File: src/rtl/qpsk_demapper.sv
// rtl/qpsk_demapper.sv - hard-decision QPSK demapper packing sign bits of I/Q symbols into words
// and counting low-confidence components per word.
module qpsk_demapper #(
  parameter int DATA_WIDTH = 16,
  parameter int IQ_WIDTH = 16,
  parameter logic signed [IQ_WIDTH-1:0] WEAK_THRESHOLD = 16'sd4096
) (
  input  logic                              clk,
  input  logic                              rst,
  input  logic                              enable,
  input  logic                              sym_valid,
  output logic                              sym_ready,
  input  logic [IQ_WIDTH-1:0]               sym_i,
  input  logic [IQ_WIDTH-1:0]               sym_q,
  output logic                              data_valid,
  input  logic                              data_ready,
  output logic [DATA_WIDTH-1:0]             data_out,
  output logic [$clog2(DATA_WIDTH+1)-1:0]   weak_count
);

  localparam int SYMS = DATA_WIDTH / 2;
  localparam int CW   = $clog2(DATA_WIDTH + 1);
  localparam int SCW  = (SYMS > 1) ? $clog2(SYMS) : 1;

  logic [SCW-1:0]        sym_cnt_q, sym_cnt_d;
  logic [DATA_WIDTH-1:0] acc_q, acc_d;
  logic [CW-1:0]         weak_acc_q, weak_acc_d;
  logic                  data_valid_q, data_valid_d;
  logic [DATA_WIDTH-1:0] data_out_q, data_out_d;
  logic [CW-1:0]         weak_count_q, weak_count_d;

  logic                  last_sym;
  logic                  xfer;
  logic [IQ_WIDTH:0]     ext_i, ext_q, abs_i, abs_q, thr_ext;
  logic                  weak_i, weak_q;
  logic [CW-1:0]         weak_inc;
  logic [DATA_WIDTH-1:0] acc_upd;

  // Magnitude is taken one bit wider so the most negative sample stays large.
  always_comb begin
    ext_i   = {sym_i[IQ_WIDTH-1], sym_i};
    ext_q   = {sym_q[IQ_WIDTH-1], sym_q};
    abs_i   = sym_i[IQ_WIDTH-1] ? (~ext_i + {{IQ_WIDTH{1'b0}}, 1'b1}) : ext_i;
    abs_q   = sym_q[IQ_WIDTH-1] ? (~ext_q + {{IQ_WIDTH{1'b0}}, 1'b1}) : ext_q;
    thr_ext = {WEAK_THRESHOLD[IQ_WIDTH-1], WEAK_THRESHOLD};
    weak_i  = $signed(abs_i) < $signed(thr_ext);
    weak_q  = $signed(abs_q) < $signed(thr_ext);
    weak_inc = {{(CW-1){1'b0}}, weak_i} + {{(CW-1){1'b0}}, weak_q};
  end

  always_comb begin
    acc_upd = acc_q;
    for (int k = 0; k < SYMS; k++) begin
      if (sym_cnt_q == SCW'(k)) begin
        acc_upd[2*k]   = sym_i[IQ_WIDTH-1];
        acc_upd[2*k+1] = sym_q[IQ_WIDTH-1];
      end
    end
  end

  // Only the word-completing symbol waits for the output register to free up.
  always_comb begin
    last_sym  = (sym_cnt_q == SCW'(SYMS - 1));
    sym_ready = enable && !(last_sym && data_valid_q && !data_ready);
    xfer      = sym_valid && sym_ready;
  end

  always_comb begin
    sym_cnt_d    = sym_cnt_q;
    acc_d        = acc_q;
    weak_acc_d   = weak_acc_q;
    data_valid_d = data_valid_q;
    data_out_d   = data_out_q;
    weak_count_d = weak_count_q;

    if (data_valid_q && data_ready) begin
      data_valid_d = 1'b0;
    end

    if (xfer) begin
      if (last_sym) begin
        sym_cnt_d    = '0;
        acc_d        = '0;
        weak_acc_d   = '0;
        data_out_d   = acc_upd;
        weak_count_d = weak_acc_q + weak_inc;
        data_valid_d = 1'b1;
      end else begin
        sym_cnt_d  = sym_cnt_q + SCW'(1);
        acc_d      = acc_upd;
        weak_acc_d = weak_acc_q + weak_inc;
      end
    end
  end

  always_ff @(posedge clk or posedge rst) begin
    if (rst) begin
      sym_cnt_q    <= '0;
      acc_q        <= '0;
      weak_acc_q   <= '0;
      data_valid_q <= 1'b0;
      data_out_q   <= '0;
      weak_count_q <= '0;
    end else begin
      sym_cnt_q    <= sym_cnt_d;
      acc_q        <= acc_d;
      weak_acc_q   <= weak_acc_d;
      data_valid_q <= data_valid_d;
      data_out_q   <= data_out_d;
      weak_count_q <= weak_count_d;
    end
  end

  assign data_valid = data_valid_q;
  assign data_out   = data_out_q;
  assign weak_count = weak_count_q;

endmodule

File: config.mk
export PLATFORM = sky130hd
export DESIGN_NAME = qpsk_demapper
export DESIGN_NICKNAME = d
export VERILOG_FILES = /design/src/rtl/qpsk_demapper.sv
export SDC_FILE = /design/constraint.sdc
export NUM_CORES = 1
export LEC_CHECK = 0
export CAP_MARGIN = 10
export CORE_MARGIN = 5
export CORE_UTILIZATION = 40
export DETAILED_ROUTE_END_ITERATION = 8
export DONT_BUFFER_PORTS = 1
export RECOVER_POWER = 100
export SLEW_MARGIN = 20
export SYNTH_ARGS = -nofsm -noshare
export SYNTH_HDL_FRONTEND = slang
export SYNTH_SLANG_ARGS = --single-unit
File: constraint.sdc
create_clock -name clk -period 2.3 [get_ports clk]
set_clock_uncertainty 0.15 [all_clocks]
set_input_delay 0.345 -clock clk [delete_from_list [all_inputs] [get_ports clk]]
set_output_delay 0.345 -clock clk [all_outputs]
set_load 0.05 [all_outputs]
After elaboration in Yosys (flattened, before gate mapping). Cells that the tools add are included.

Add/subtract/negate cells: 5. Magnitude comparators: 2. Eq/ne operators: 7. Muxes and demuxes: 16. Bitwise logic cells: 2. Reductions and logical operators: 9.

Operator list (number): $add 17x1->17 const B (2); $lt 17x14->1 const B (2); $mux 17 (2); $not 17->17 (2); $mux 16 (1); $mux 2 (8); $eq 3x3->1 const B (4); $eq 3x2->1 const B (2); $add 5x2->5 (1); $logic_and 1x1->1 (5); $mux 5 (1); $add 3x1->3 const B (1); $eq 3x1->1 const B (1); $logic_not 3->1 (1); $mux 1 (3); $mux 3 (1); $add 1x1->2 (1); $logic_not 1->1 (2); $reduce_and 2->1 (1).

Bits in registers: 46. Bits of input ports: 37. Output and inout bits: 23.

Longest topological paths before layout.
Word-level depth: 7. Depth in mapped cells: 9. Depth with buffers taken out: 9.

Worst setup path before layout. OpenSTA, ideal clock, no wires.

Kind: in2reg. Start: input port sym_i[15]. End: register weak_count_q[4] (netlist: weak_count[4]). Arrival: 2.017 ns. Required time: 2.025 ns. Setup slack: 0.009 ns. Stages: 9. Path buffers: 1. Path through: clkbuf_1 nor4_1 a21oi_1 fa_1 inv_1 ha_1 nand3_1 xnor2_1 mux2_2.

Cells in the longest elaborated chain, start to end: 6.

Ends and longest elaborated chain: start: declaration (line 13) `input logic [IQ_WIDTH-1:0] sym_i,`; $not 17->17 (line 43) `abs_i = sym_i[IQ_WIDTH-1] ? (~ext_i + {{IQ_WIDTH{1'b0}}, 1'b1}) : ext_i;`; $add 17x1->17 (line 43); $mux 17 (*) (line 43); $lt 17x14->1 (*) (line 46) `weak_i = $signed(abs_i) < $signed(thr_ext);`; $add 1x1->2 (*) (line 48) `weak_inc = {{(CW-1){1'b0}}, weak_i} + {{(CW-1){1'b0}}, weak_q};`; $add 5x2->5 (*) (line 86) `weak_count_d = weak_acc_q + weak_inc;`; end signal: assignment (line 110) `weak_count_q <= weak_count_d;`; end: declaration (line 30) `logic [CW-1:0] weak_count_q, weak_count_d;`.

Mark *: on every way between the ends. The rest lies on a longest branch, timed or not. A chain may end at the register's enable or synchronous reset.

Worst setup path after layout.
Start: register sym_cnt_q[0]. End: output port sym_ready.

Cells in the longest elaborated chain, start to end: 5.

Ends and longest elaborated chain: start: declaration (line 25) `logic [SCW-1:0] sym_cnt_q, sym_cnt_d;`; start signal: assignment (line 105) `sym_cnt_q <= sym_cnt_d;`; $eq 3x3->1 (line 63) `last_sym = (sym_cnt_q == SCW'(SYMS - 1));`; $logic_and 1x1->1 (2 in a row) (line 64) `sym_ready = enable && !(last_sym && data_valid_q && !data_ready);`; $logic_not 1->1 (line 64); $logic_and 1x1->1 (line 64); end: declaration (line 12) `output logic sym_ready,`.

Every way passes these cells.

==> flow_summary.ini <==
[route]
vias_per_cell = 5.50
dr.pass1.iters = 4
drc_errors = 0
postRouteAntennaNets = 0
wire_per_inst_um = 17.8
vias = 1572
drt-total-wl_um = 5090
drtIter0Drc = 57

[critical_path]
crit_path_max_fanout = 6
timing.rr.end = data_out[14]$_DFFE_PP0P_
worst_path_max_delay_cell = dfrtp_1
timing.rr.start = sym_cnt_q[0]$_DFFE_PP0P_
cp-start-kind = flop
slowest_delay_ps = 420
crit_path_end_kind = output pin
cp_cell_sequence = ha_1, ha_4, nand3b_1, and2_0, buf_4
r2r_slack_ps = 150
arrival_ps = 1710
path_class = flop to output pin
r2r_cells = 5
required_ps = 1800

[power]
power_leakage_nw = 1.11
switching_share_pct = 43.8
clkPwrFrac_pct = 16.5
irDropWorstVdd_mv = 0.465
comb_power_share_pct = 26.7
p_seq_share_pct = 56.8
power.total_mw = 3.02
p_switching_mw = 1.32
p_per_area_nw_per_um2 = 1240
internal_power_mw = 1.70

[worst_hold_path]
hp-class = input pin to flop
hold_start = sym_q[15]
holdPathEnd = data_out[15]$_DFFE_PP0P_
hold_path_depth = 1

[logic_synthesis]
synthFlopType = dfrtp_1
synthArstFlopShare_pct = 100
avgSynthCellArea_um2 = 10.9
synth_area_leaders = dfrtp_1 49%, o21ai_0 7.5%, mux2i_1 6.6%, o2bb2ai_1 4.6%, ha_1 3.9%
synth_area_um2 = 2260
yosysUniqueCellTypes = 40
synthCells = 207
synth_top_cell_area_share_pct = 48.6
synth_top_area_cell = dfrtp_1
synth-edff-count = 0
ys_ff_latch = 44
ys_seq_area_share_pct = 48.6
ys_warn_count = 0
syn_nets = 252

[clock_tree]
root_buffer = clkbuf_8
cts_setup_buffers = 0
htreeDepth = 2
clk_pin_slew_ps = 80
cts_tree = built
cts_buffers = 5
cts.sinks = 44
clk_path_buf_depth = 2
clkLatencyLatePin_ps = 290

[floorplan]
die-area_um2 = 7270
die_w_um = 85.2
num_rows = 27
initial_core_util_pct = 41.1
dieHeight_um = 85.2
fp.coreArea_um2 = 5510
ioPinCount = 60

[place]
port_buffers = 0
dpl.hpwl_um = 3660
gp_congestion = 0.744

[finish]
nFillCells = 545
regArea_um2 = 1100
layout_common_cells = 44 x dfrtp_1, 34 x o21ai_0, 15 x mux2i_1
final_nets = 258
final_common_cell = dfrtp_1
multi_input_area_um2 = 1050
fin_util_pct = 44.4
drive_gt1_share_pct = 10.3
antennaDiodeCount = 0
synthToLayoutAreaGrowth_pct = 7.85

[global_routing]
grt_antenna_before_repair = 0
grt.total_usage_pct = 14.8
grt_overflow = 0
grt_first_pass_wirelength_um = 8540
grt_pass1_vias = 1642
grt_max_degree = 45

[sta]
maxSlewViolCount = 0
setup_viol = 0
slew_headroom_pct = 28.3
rsz0062_at_grt = false
hold_viol_final = 0
timing.setup.tns_ps = 0
timing.final.crit_share_pct = 95.8
period_minus_slack_ps = 2200
max_freq_mhz = 454
tightest_slew_ps = 1080

[status]
status = finished clean

[flow_run]
drv_cap = 0
power by group through the flow:
stage / logic [mW] / clock network, mW / registers, mW
6_report: 0.807 / 0.500 / 1.72
5_1_grt: 0.923 / 0.548 / 1.77
4_1_cts: 0.830 / 0.518 / 1.72
3_5_place_dp: 0.818 / 0 / 1.74
3_3_place_gp: 0.806 / 0 / 1.73
2_1_floorplan: 0.653 / 0 / 1.69
critical path: cells and delay by family, from the launching register on:
| kind | cells | cell delay, ps |
|---|---|---|
| buffers and inverters | 1 | 200 |
| adders and majority gates | 2 | 470 |
| and+or+nand+nor | 2 | 330 |
| DFF | 1 | 420 |
synthesized netlist by cell type (2+ instances only):
library cell  count
clkbuf_1          7
mux2i_1          15
a21oi_1           4
and2_1            2
buf_2             3
nand2b_1          3
dfrtp_1          44
o21ai_0          34
nor3b_1           2
buf_6             2
nand3_1           7
nor2b_1           4
nor3_1            2
nand2_1           8
nor4_1            8
a21o_1            6
ha_1              7
mux2_2            4
a32o_1            2
o2bb2ai_1        12
xnor2_1           2
o211ai_1          4
nand3b_1          2
inv_1             6
and4_1            2
logic make-up after synthesis:
group	synth area share, %
fa+ha+maj	4.75
mux	9.28
buf+inv	4.81
flops	48.6
xor+xnor	1.16
compound gates	18.6
simple gates	12.8
layout make-up:
cell class	instances	share of cell area (%)
timing repair buffer	13	3.43
tap	72	3.69
clock buffer	7	3.53
inverter	6	0.922
clock inverter	1	0.307
sequential	44	45.1
multi-input combinational	143	43.0
metrics by stage:
step	cells	worst slack, ps	hold slack, ps	cell area [um2]
global route	286	27.3	40.8	2440
finish	286	95.7	58.9	2440
floorplan	207	8.60	300	2260
detailed placement	277	171	260	2360
global placement	277	224	261	2360
CTS	286	35.8	50.5	2460
flip-flops by register name, summed over array words and instances, names as in the netlist:
register,flops
data_valid,1
weak_count,5
data_out,16
weak_acc_q,5
acc_q,14
sym_cnt_q,3
what timing repair did:
item	in CTS	in global routing
endpoints found under the hold margin	44	0
hold buffers	1	0
endpoints found under the setup margin	1	1
resized for setup	1	1
routing by layer:
metal / wire length [um] / GRT usage (%)
met5: 0 / 0
met4: 73 / 4.75
met3: 185 / 3.50
met2: 2350 / 22.5
met1: 2480 / 20.6
how the worst max path moves through the flow:
stage / startpoint / endpoint / slack [ps]
after global routing: sym_cnt_q[1]$_DFFE_PP0P_ / sym_ready / 30
after detailed placement: sym_i[14] / weak_count[4]$_DFFE_PP0P_ / 170
final: sym_cnt_q[0]$_DFFE_PP0P_ / sym_ready / 100
after global placement: sym_i[14] / weak_count[4]$_DFFE_PP0P_ / 220
after floorplan: sym_i[15] / weak_count[4]$_DFFE_PP0P_ / 9
after CTS: sym_cnt_q[1]$_DFFE_PP0P_ / sym_ready / 40
Note: power is estimated with default switching activity, not from simulation.
